==> src/rtl/debug_display_pkg.sv <==
// Shared constants and the hex-to-segment decode used by the debug hex display.
package debug_display_pkg;

    localparam logic [6:0] SEG_BLANK = 7'h7F;

    // Active-high segment patterns {g,f,e,d,c,b,a} for hex digits 0..F
    localparam logic [6:0] SEG_TABLE [0:15] = '{
        7'h3F, 7'h06, 7'h5B, 7'h4F, 7'h66, 7'h6D, 7'h7D, 7'h07,
        7'h7F, 7'h6F, 7'h77, 7'h7C, 7'h39, 7'h5E, 7'h79, 7'h71
    };

    function automatic logic [6:0] hex_to_seg_n(input logic [3:0] nib);
        return ~SEG_TABLE[nib];
    endfunction

endpackage

==> src/rtl/button_debouncer.sv <==
// Synchronises a raw active-low button, debounces its level and emits a
// one-cycle pulse on each accepted press (debounced 1->0 transition).
module button_debouncer #(
    parameter int unsigned DEBOUNCE_CYCLES = 500000
) (
    input  logic clock,
    input  logic reset,
    input  logic btn_raw,
    output logic press
);

    localparam int unsigned CNT_W = $clog2(DEBOUNCE_CYCLES);

    logic             sync1_reg;
    logic             sync2_reg;
    logic             level_reg;
    logic             press_reg;
    logic [CNT_W-1:0] cnt_reg;

    always_ff @(posedge clock or negedge reset) begin
        if (!reset) begin
            sync1_reg <= 1'b1;
            sync2_reg <= 1'b1;
            level_reg <= 1'b1;
            press_reg <= 1'b0;
            cnt_reg   <= '0;
        end else begin
            sync1_reg <= btn_raw;
            sync2_reg <= sync1_reg;
            press_reg <= 1'b0;
            // The counter tracks consecutive samples that disagree with the accepted level
            if (sync2_reg == level_reg) begin
                cnt_reg <= '0;
            end else if (cnt_reg == CNT_W'(DEBOUNCE_CYCLES - 1)) begin
                cnt_reg   <= '0;
                level_reg <= sync2_reg;
                press_reg <= ~sync2_reg;
            end else begin
                cnt_reg <= cnt_reg + 1'b1;
            end
        end
    end

    assign press = press_reg;

endmodule

==> src/rtl/debug_hex_display.sv <==
// N-channel probe selector driving a bank of active-low 7-segment hex digits,
// with manual/auto channel stepping, freeze-on-hold and optional zero blanking.
module debug_hex_display
    import debug_display_pkg::*;
#(
    parameter  int unsigned NUM_CHANNELS    = 4,
    parameter  int unsigned WIDTH           = 16,
    parameter  int unsigned DEBOUNCE_CYCLES = 500000,
    parameter  int unsigned DWELL_CYCLES    = 50000000,
    parameter  bit          BLANK_LZ        = 1'b0,
    localparam int unsigned NUM_DIGITS      = WIDTH / 4,
    localparam int unsigned CH_W            = $clog2(NUM_CHANNELS)
) (
    input  logic                          clock,
    input  logic                          reset,
    input  logic [NUM_CHANNELS*WIDTH-1:0] probe_bus,
    input  logic                          btn_next,
    input  logic                          btn_hold,
    input  logic                          auto_mode,
    output logic [NUM_DIGITS*7-1:0]       hex_n,
    output logic [CH_W-1:0]               channel_sel,
    output logic                          held
);

    localparam int unsigned DW_W = $clog2(DWELL_CYCLES);

    logic [WIDTH-1:0]        probe_words [NUM_CHANNELS];
    logic                    next_press;
    logic                    hold_press;
    logic                    dwell_expire;
    logic                    advance;
    logic [CH_W-1:0]         ch_reg,    ch_next;
    logic                    held_reg,  held_next;
    logic [WIDTH-1:0]        snap_reg,  snap_next;
    logic [DW_W-1:0]         dwell_reg, dwell_next;
    logic [NUM_DIGITS*7-1:0] hex_reg,   hex_next;
    logic [WIDTH-1:0]        disp_word;

    genvar gi;
    generate
        for (gi = 0; gi < NUM_CHANNELS; gi++) begin : g_probe
            assign probe_words[gi] = probe_bus[gi*WIDTH +: WIDTH];
        end
    endgenerate

    button_debouncer #(.DEBOUNCE_CYCLES(DEBOUNCE_CYCLES)) u_next_db (
        .clock   (clock),
        .reset   (reset),
        .btn_raw (btn_next),
        .press   (next_press)
    );

    button_debouncer #(.DEBOUNCE_CYCLES(DEBOUNCE_CYCLES)) u_hold_db (
        .clock   (clock),
        .reset   (reset),
        .btn_raw (btn_hold),
        .press   (hold_press)
    );

    always_comb begin
        dwell_expire = auto_mode && (dwell_reg == DW_W'(DWELL_CYCLES - 1));
        // A manual press coinciding with expiry still yields a single step
        advance      = next_press || dwell_expire;

        dwell_next = dwell_reg + 1'b1;
        if (!auto_mode || advance) begin
            dwell_next = '0;
        end

        ch_next = ch_reg;
        if (advance) begin
            ch_next = (ch_reg == CH_W'(NUM_CHANNELS - 1)) ? '0 : ch_reg + 1'b1;
        end

        held_next = held_reg ^ hold_press;

        // Capture on entering hold, and follow the channel if it steps while frozen
        snap_next = snap_reg;
        if (held_next && (advance || !held_reg)) begin
            snap_next = probe_words[ch_next];
        end

        disp_word = held_reg ? snap_reg : probe_words[ch_reg];
    end

    generate
        for (gi = 0; gi < NUM_DIGITS; gi++) begin : g_digit
            logic [3:0] nib;
            logic       shown;
            assign nib = disp_word[gi*4 +: 4];
            if (gi == 0) begin : g_lsd
                assign shown = 1'b1;
            end else begin : g_upper
                assign shown = |disp_word[WIDTH-1:gi*4];
            end
            if (BLANK_LZ) begin : g_blank
                assign hex_next[gi*7 +: 7] = shown ? hex_to_seg_n(nib) : SEG_BLANK;
            end else begin : g_plain
                assign hex_next[gi*7 +: 7] = hex_to_seg_n(nib);
            end
        end
    endgenerate

    always_ff @(posedge clock or negedge reset) begin
        if (!reset) begin
            ch_reg    <= '0;
            held_reg  <= 1'b0;
            snap_reg  <= '0;
            dwell_reg <= '0;
            hex_reg   <= {NUM_DIGITS{SEG_BLANK}};
        end else begin
            ch_reg    <= ch_next;
            held_reg  <= held_next;
            snap_reg  <= snap_next;
            dwell_reg <= dwell_next;
            hex_reg   <= hex_next;
        end
    end

    assign hex_n       = hex_reg;
    assign channel_sel = ch_reg;
    assign held        = held_reg;

endmodule

==> config.mk <==
export PLATFORM = sky130hd
export DESIGN_NAME = debug_hex_display
export DESIGN_NICKNAME = d
export VERILOG_FILES = /design/src/rtl/debug_display_pkg.sv /design/src/rtl/button_debouncer.sv /design/src/rtl/debug_hex_display.sv
export SDC_FILE = /design/constraint.sdc
export NUM_CORES = 1
export LEC_CHECK = 0
export ABC_AREA = 0
export CORE_AREA = 2 2 122 124
export CTS_CLUSTER_DIAMETER = 60
export DETAILED_ROUTE_END_ITERATION = 8
export DIE_AREA = 0 0 124 126
export PLACE_DENSITY_LB_ADDON = 0.3
export SYNTH_ARGS = -nofsm -noshare
export SYNTH_HDL_FRONTEND = slang
export SYNTH_HIERARCHICAL = 1
export SYNTH_SLANG_ARGS = --single-unit
==> constraint.sdc <==
create_clock -name clock -period 5.91 [get_ports clock]
set_input_delay 1.4775 -clock clock [delete_from_list [all_inputs] [get_ports clock]]
set_output_delay 1.4775 -clock clock [all_outputs]
set_load 0.05 [all_outputs]
==> summary.txt, run 1 <==
Main flop type after synthesis - dfrtp_1
Std cell rows - 44
Mapped cell area - 0.007038 mm^2
Gr ovfl total - 0
Startpoint type of the worst setup path - primary input
Die span in x - 124 um
Worst slew pin tran - 1.084 ns
Tcrit/Tclk final - 72.17%
Power per cell area - 257.9 mW/mm^2
Post_cts resized - 0
Syn Inst Count - 659
Setup Skew - 0.007164 ns
Worst r2r src - dwell_reg[11]
Top cell type's share of synthesized area - 30.22%
First-pass GRT wire length - 25.66 mm
Initial antenna violation count - 0
Die area - 0.01562 mm^2
I/O Pins - 100
Hold endpoint - u_hold_db/sync2_reg
Clock Sink Count - 119
Crit-path max FO - 18
HP Start - u_hold_db/sync1_reg
TritonCTS clock tree - done
Starting DRT DRC Count - 351
GRT Resource Usage Total - 21.04%
Port buffer count - 99
Area grow syn2layout - 25.07%
Root buffer cell - clkbuf_16
Hold crit path type - register to register
Worst R2R Path Depth - 6
Drt via density - 5.697
Reg-to-reg critical path endpoint - snap_reg[15]
Most common cell after layout, fill and taps aside - clkdlybuf4s50_1
CP arrival - 4.52 ns
Layout cells sized above 1 - 16.38%
CTS Buf Count - 17
RSZ-0062 raised after global routing - no
Leak - 3.428 nW
Fmax - 0.2345 GHz
Placed cell area - 0.008148 mm^2
Number of synthesized register bits - 119
Via Count - 5395
Most frequent cells in the layout - clkdlybuf4s50_1 (98), nor2_1 (93), dfrtp_1 (85), mux2i_1 (56), xnor2_1 (36)
Final Cell Area - 0.008802 mm^2
Antenna Violating Nets Remaining - 0
Fin crit period - 4.265 ns
1st-pass router iterations - 5
Starting density of the core - 49.17%
Critical Path Sink Type - register
Synth unique cells - 55
Sequential area share after synthesis - 42.92%
Max-cap violations - 0
Antenna cells - 0
Clk Latency, worst-skew pair - 0.42 ns
Outcome - complete, no violations
Clk slew on worst S/H paths - 0.06 ns
Required time worst endpoint - 6.16 ns
DRC viols - 0
Syn nets - 756
Final setup viols - 0
Final slew viol count - 0
Largest register FFs - 28
Max VDD drop - 175.2 uV
Top cells by area, synth - dfrtp_1 (30%), dfstp_2 (13%), mux2i_1 (8.0%), mux4_2 (6.1%), ha_1 (5.0%)
EDFF count, synth - 0
DPL Wire Length - 10.95 mm
Largest net degree at the start of global routing - 77
H-Tree Depth - 4
Post-synth ARST share - 100.0%
Core area - 0.01431 mm^2
R2r setup slk - 2.49 ns
Syn Area/Cell - 10.68 um^2
Maximum clock insertion buffer count - 2
Rel. slew slack - 25.66%
Hold path cells - 0
Number of global-route vias before repair - 5287
DR WL/cell - 16.66 um
Placer congestion estimate - 0.8383
Final TNS setup - 0 ns
Total Nets Final - 847
Post-CTS setup buffers - 0
Critical path type - primary input to register
# hold bufs at CTS - 0
Syn. warnings - 6
Drt total wl - 15.78 mm
Cell taking the most area after synthesis - dfrtp_1
Hold Violations, Final - 0
Die height - 126 um
[power by group]
part / leakage [nW] / internal (mW) / total, mW / switching (mW)
Clock: 0.315 / 0.766 / 1.14 / 0.371
Combinational: 1.58 / 0.111 / 0.268 / 0.157
Sequential: 1.53 / 0.852 / 0.865 / 0.0124
[cell families (layout without fill, tap and decap cells)]
group                      count (synthesis)  count (layout)  synth area share [%]
and+or+nand+nor                          250             250                 18.17
AOI/OAI and AO/OA                         70              70                 8.693
buffers and inverters                     56             160                 3.413
DFF                                      119             119                 42.92
xor gates and xnor gates                  57              57                 7.093
muxes                                     79              79                 14.74
adders and majority gates                 28              28                 4.978
[worst max path at each step]
stage,cells past startpoint,from,slack [ns],end
global route,7,auto_mode,1.44,snap_reg[15]
global placement,7,auto_mode,1.29,snap_reg[15]
detailed placement,7,auto_mode,1.20,snap_reg[15]
CTS,7,auto_mode,1.64,snap_reg[15]
finish,7,auto_mode,1.64,snap_reg[15]
floorplan,5,probe_bus[52],2.69,hex_n[10]
[Yosys cell counts, types with 4 or more instances]
cell and instances:
buf_2 4, dfstp_2 34, nor4b_1 4, o21ai_0 11, dfrtp_1 85, o22ai_1 9
xnor2_1 36, nor2_1 93, a21oi_1 7, buf_4 4, and3_1 5, nor3_1 15
nand4_1 25, nor2b_1 5, nand3_1 25, ha_1 28, nand2b_1 11, inv_1 25
o21ai_1 5, clkbuf_1 16, and4_1 4, xor2_1 21, nand2_1 35, o32ai_1 4
mux2i_1 56, nor4_1 7, o31ai_1 4, a221oi_2 14, mux4_2 19
[stage by stage]
stage / utilization (%) / hold WS [ns] / instances / power, mW / setup WS [ns]
final: 61.49 / 0.3534 / 947 / 2.270 / 1.645
after global routing: 61.49 / 0.3625 / 947 / 2.349 / 1.442
after CTS: 61.49 / 0.3550 / 947 / 2.287 / 1.644
after detailed placement: 56.92 / 0.3478 / 915 / 1.146 / 1.200
after global placement: 56.92 / 0.3472 / 915 / 1.138 / 1.288
after floorplan: - / 0.3452 / 659 / 1.025 / 2.687
[worst max-delay path, stage by stage]
cell,delay [ns]
clkdlybuf4s50_1,0.53
nand4bb_1,0.18
nor4_4,0.42
a21oi_2,0.21
o21bai_2,0.69
and2_1,0.81
a221oi_1,0.20
[layer usage]
metal	vias to the layer above	global-route usage [%]	share of wire [%]
met4	0	7.469	1.7
met2	159	34.10	48
met3	24	5.072	6.8
li1	2551	-	-
met1	2661	27.53	43
met5	-	0	0
[cell type report]
class / count / area, um^2
sequential: 119 / 3020
multi-input combinational: 484 / 3789
inverter: 26 / 97.59
tap: 184 / 230.2
fill: 1129 / 5512
timing repair buffer: 102 / 1011
clock inverter: 13 / 201.4
clock buffer: 19 / 452.9
No activity file was read; power rests on OpenSTA's default activity.
==> run 2, diff against run 1 <==
==> constraint.sdc (replaced) <==
create_clock -name clock -period 4.04 [get_ports clock]
set_input_delay 1.01 -clock clock [delete_from_list [all_inputs] [get_ports clock]]
set_output_delay 1.01 -clock clock [all_outputs]
set_load 0.05 [all_outputs]
==> run 2 against run 1 <==
  * Wire length increased by 1.5%
  * First-iteration DRC count decreased by 4.0%
  * Utilization increased by 0.37 points
  * Critical endpoint unchanged
  * Highest routed layer unchanged
  * Register-to-register slack got worse by 1.5 ns
  * Design area increased by 0.60%
  * Worst setup slack got worse by 0.82 ns
  * Sequential share of layout area decreased by 0.20 points
  * Sequential power increased by 47%
  * Clock skew increased by 0.0019 ns
==> summary.txt, run 2 (same netlist as run 1, synthesis figures left out) <==
Number of global-route vias before repair - 5401
# hold bufs at CTS - 0
Antenna Violating Nets Remaining - 0
Switching share of power - 25.02%
Fill cells - 1112
First-pass GRT wire length - 26.21 mm
Switch Pwr - 0.7891 mW
Final setup viols - 0
Starting density of the core - 49.17%
DPL Wire Length - 11.31 mm
Tot Pwr - 3.154 mW
Port buffer count - 99
Core area - 0.01431 mm^2
Total Nets Final - 859
Outcome - complete, no violations
Post_cts resized - 0
DRC viols - 0
1st-pass router iterations - 5
TritonCTS clock tree - done
Root buffer cell - clkbuf_16
Clock Sink Count - 119
H-Tree Depth - 4
Antenna cells - 0
GRT Resource Usage Total - 21.30%
CP arrival - 3.47 ns
Most common cell after layout, fill and taps aside - clkdlybuf4s50_1
Final design utilization - 61.86%
Crit-path max FO - 15
Max incr delay on CP - 0.68 ns
Drt total wl - 16.01 mm
Critical Path Sink Type - register
Drt via density - 5.628
Clk slew on worst S/H paths - 0.06 ns
Fmax - 0.3109 GHz
DR WL/cell - 16.69 um
Int Pwr - 2.365 mW
Placer congestion estimate - 0.8178
Area grow syn2layout - 25.81%
Most frequent cells in the layout - clkdlybuf4s50_1 (98), nor2_1 (93), dfrtp_1 (85), mux2i_1 (56), xnor2_1 (36)
Worst path cell trace - clkdlybuf4s50_1 -> nand4bb_1 -> nor4_4 -> a21oi_2 -> mux2_4 -> and2_1 -> a221oi_1
Max VDD drop - 264.2 uV
Setup WS pre-CTS - 0.3894 ns
Setup Skew - 0.009110 ns
CTS Buf Count - 17
Tcrit/Tclk final - 79.62%
Rel. slew slack - 40.87%
Via Count - 5397
Layout cells sized above 1 - 17.55%
Clk Latency, worst-skew pair - 0.42 ns
Seq pwr share - 40.1%
Initial antenna violation count - 0
Hold crit path type - register to register
Largest net degree at the start of global routing - 65
I/O Pins - 100
Starting DRT DRC Count - 337
Fin crit period - 3.217 ns
Logic pwr share - 12.7%
Startpoint type of the worst setup path - primary input
Power per cell area - 356.2 mW/mm^2
Dpl cells - 927
RSZ-0062 raised after global routing - no
Largest register FFs - 28
Layout Cells excl Fill - 959
Final TNS setup - 0 ns
Die height - 126 um
Crit-path slowest cell - and2_1
Clock network power share - 47.2%
Max-cap violations - 0
Leak - 3.481 nW
Final worst slack - 0.8232 ns
Required time worst endpoint - 4.29 ns
Critical path type - primary input to register
Post-CTS setup buffers - 0
Die area - 0.01562 mm^2
Std cell rows - 44
Gr ovfl total - 0
Die span in x - 124 um
Final slew viol count - 0
Maximum clock insertion buffer count - 2
Hold Violations, Final - 0
Worst slew pin tran - 0.8801 ns
==> run 2: changes by cell type in the layout (fill, tap and decap cells not counted), sizes merged <==
cell / before / now
buf: 4 / 16
bufinv: 5 / 1
clkbuf: 19 / 22
clkinv: 5 / 4
clkinvlp: 3 / 0
inv: 26 / 31
==> run 2: per-layer routing <==
layer  up-vias  track usage, %  wire, um
li1       2584               -         -
met1      2630           27.15      7031
met2       161           35.16      7688
met3        22           4.801       980
met4         0           8.262       308
met5         -               0         0
==> run 2: stage by stage <==
step | hold slack, ns | area [um^2]
final | 0.3551 | 8855
after detailed placement | 0.3468 | 8263
after global routing | 0.3642 | 8855
after CTS | 0.3564 | 8855
after floorplan | 0.3452 | 7038
after global placement | 0.3492 | 8263
==> run 2: final timing paths <==
kind / startpoint / to / slack (ns) / cells after the start
max: auto_mode / snap_reg[15] / 0.82 / 7
min: u_next_db/sync1_reg / u_next_db/sync2_reg / 0.36 / 0
max reg2reg: channel_sel[0] / hex_n[10] / 0.97 / 6
min reg2reg: u_next_db/sync1_reg / u_next_db/sync2_reg / 0.36 / 0
max in group asynchronous: reset / u_next_db/sync2_reg / 2.51 / 2
min in group asynchronous: reset / snap_reg[6] / 0.69 / 1
==> run 2: cell type report <==
type / count / area [um^2] / share of cell area, %
Multi-Input combinational cell: 484 / 3789 / 42.79
Sequential cell: 119 / 3020 / 34.11
Timing Repair Buffer: 114 / 1126 / 12.72
Clock buffer: 22 / 506.7 / 5.723
Tap cell: 184 / 230.2 / 2.600
Inverter: 26 / 97.59 / 1.102
Clock inverter: 10 / 85.08 / 0.9609
==> run 2: critical path: cells and delay by family <==
family,cells,cell delay (ns)
buf+inv,1,0.53
mux,1,0.26
simple gates,3,1.24
compound gates,2,0.41
==> run 2: power by group through the flow <==
stage               logic (mW)  registers (mW)  clock network, mW
finish                   0.401            1.27               1.49
global route             0.431            1.27               1.58
CTS                      0.402            1.27               1.51
detailed placement       0.399            1.29                  0
global placement         0.389            1.28                  0
floorplan                0.124            1.38                  0
==> run 3, diff against run 2 <==
==> constraint.sdc (replaced) <==
create_clock -name clock -period 2.7 [get_ports clock]
set_input_delay 0.675 -clock clock [delete_from_list [all_inputs] [get_ports clock]]
set_output_delay 0.675 -clock clock [all_outputs]
set_load 0.05 [all_outputs]
==> run 3 against run 2 <==
  * Hold slack got worse by 0.076 ns
  * Utilization rose by 2.6 points
  * Sequential share of layout area fell by 1.3 points
  * Flip-flop and latch count did not move
  * Die area did not move
  * Design area rose by 4.1%
  * Clock skew rose by 0.00076 ns
  * Power rose by 54%
  * Critical endpoint is now snap_reg[6]
  * Combinational power rose by 57%
  * Wire length rose by 4.9%
  * Non-clock buffer count rose by 37
  * Global-route usage rose by 0.85 points
  * Largest power group unchanged
==> summary.txt, run 3 (same netlist as run 1, synthesis figures left out) <==
Antenna Violating Nets Remaining - 0
1st-pass router iterations - 5
Gr ovfl total - 0
Final TNS setup - 0 ns
Clk slew on worst S/H paths - 0.05 ns
Drt via density - 5.715
Max VDD drop - 395.5 uV
Most common cell after layout, fill and taps aside - clkdlybuf4s50_1
Hold slack - 0.2795 ns
Hold crit path type - primary input to asynchronous set/reset pin
DR WL/cell - 16.86 um
Outcome - complete, no violations
Via Count - 5692
Clk Latency, worst-skew pair - 0.42 ns
Max incr delay on CP - 0.53 ns
GRT Resource Usage Total - 22.15%
Area grow syn2layout - 31.02%
Placed cell area - 0.008616 mm^2
Total Nets Final - 896
Largest register FFs - 28
Critical Path Sink Type - register
Critical path type - primary input to register
Fmax - 0.3862 GHz
Layout cells sized above 1 - 21.92%
Layout Cells excl Fill - 996
Clock Sink Count - 119
Startpoint type of the worst setup path - primary input
Fin crit period - 2.589 ns
Tot Pwr - 4.857 mW
Bufs and invs on worst path - 2
Die span in x - 124 um
CP delay by family, top - buffers and inverters
Leak - 3.692 nW
Std cell rows - 44
Final worst slack - 0.1106 ns
Starting DRT DRC Count - 346
Worst slew pin tran - 0.7369 ns
H-Tree Depth - 4
Starting density of the core - 49.17%
TritonCTS clock tree - done
Die area - 0.01562 mm^2
Number of global-route vias before repair - 5788
Fill cells - 1074
Crit-path max FO - 31
Core area - 0.01431 mm^2
Crit-path slowest cell - clkdlybuf4s50_1
Final Cell Area - 0.009221 mm^2
Final design utilization - 64.42%
RSZ-0062 raised after global routing - no
Port buffer count - 99
Root buffer cell - clkbuf_16
Antenna cells - 0
Max-cap violations - 0
I/O Pins - 100
Final setup viols - 0
Drt total wl - 16.80 mm
Dpl cells - 964
# hold bufs at CTS - 0
Tcrit/Tclk final - 95.90%
First-pass GRT wire length - 27.26 mm
Required time worst endpoint - 3.02 ns
Setup WS pre-CTS - -0.2910 ns
Die height - 126 um
Power per cell area - 526.7 mW/mm^2
Largest net degree at the start of global routing - 47
Placer congestion estimate - 0.8814
Rel. slew slack - 50.87%
CP arrival - 2.91 ns
DPL Wire Length - 11.87 mm
CTS Buf Count - 17
Setup Skew - 0.009873 ns
Maximum clock insertion buffer count - 2
Final slew viol count - 0
Hold Violations, Final - 0
Most frequent cells in the layout - clkdlybuf4s50_1 (95), nor2_1 (93), dfrtp_1 (83), mux2i_1 (52), buf_4 (48)
Initial antenna violation count - 1
DRC viols - 0
Worst path cell trace - clkdlybuf4s50_1 -> nand4bb_1 -> nor4_4 -> nor2_1 -> a311oi_4 -> buf_12 -> mux2i_1 -> a221oi_2
==> run 3: cell count changes in the layout (fill, tap and decap cells not counted), moves of 3 or more <==
| cell | change |
|---|---|
| mux2i_2 | +4 |
| buf_4 | +34 |
| buf_12 | +5 |
| inv_4 | -5 |
| bufinv_16 | +3 |
| clkdlybuf4s50_1 | -3 |
| mux2i_1 | -4 |
| clkbuf_1 | +3 |
==> run 3: where the power goes <==
group / total (mW) / switching (mW) / internal (mW) / leakage (nW)
Clock: 2.33 / 0.774 / 1.56 / 0.298
Sequential: 1.90 / 0.0302 / 1.87 / 1.53
Combinational: 0.629 / 0.350 / 0.279 / 1.87
==> run 3: final cells by class <==
type                            count  area [um^2]  area share, %
Sequential cell                   119         3023          32.78
Multi-Input combinational cell    484         3804          41.25
Tap cell                          184        230.2          2.497
Clock inverter                     10        152.6          1.655
Timing Repair Buffer              151         1460          15.83
Clock buffer                       22        454.2          4.925
Inverter                           26        97.59          1.058
==> run 3: per-layer routing <==
metal | vias up | routed length (um) | GRT usage [%]
li1 | 2663 | - | -
met1 | 2850 | 7128 | 27.47
met2 | 146 | 8465 | 37.30
met3 | 33 | 888 | 4.982
met4 | 0 | 314 | 8.857
met5 | - | 0 | 0
==> run 3: repair_timing <==
| action | 4_1_cts | 5_1_grt |
|---|---|---|
| buffers inserted | 0 | 0 |
| endpoints found under the hold margin | 0 | 0 |
| resized for setup | 1 | 0 |
| endpoints found under the setup margin | 1 | 0 |
==> run 3: worst paths after layout <==
check	to	depth (start not counted)	slack (ns)	from
max in group asynchronous	u_hold_db/sync1_reg	2	1.71	reset
worst max register to register	snap_reg[6]	7	0.17	dwell_reg[10]
worst min-delay path	snap_reg[12]	1	0.28	reset
worst min register to register	u_next_db/sync2_reg	0	0.35	u_next_db/sync1_reg
worst max-delay path	snap_reg[6]	8	0.11	auto_mode
min in group clock	u_next_db/sync2_reg	0	0.35	u_next_db/sync1_reg
==> run 3: worst register-to-register path: stages (launching register included) <==
cell,delay [ns]
dfrtp_1,0.41
or4_4,0.56
nor4_4,0.30
nor2_1,0.12
a311oi_4,0.31
buf_12,0.28
mux2i_1,0.15
a221oi_2,0.29
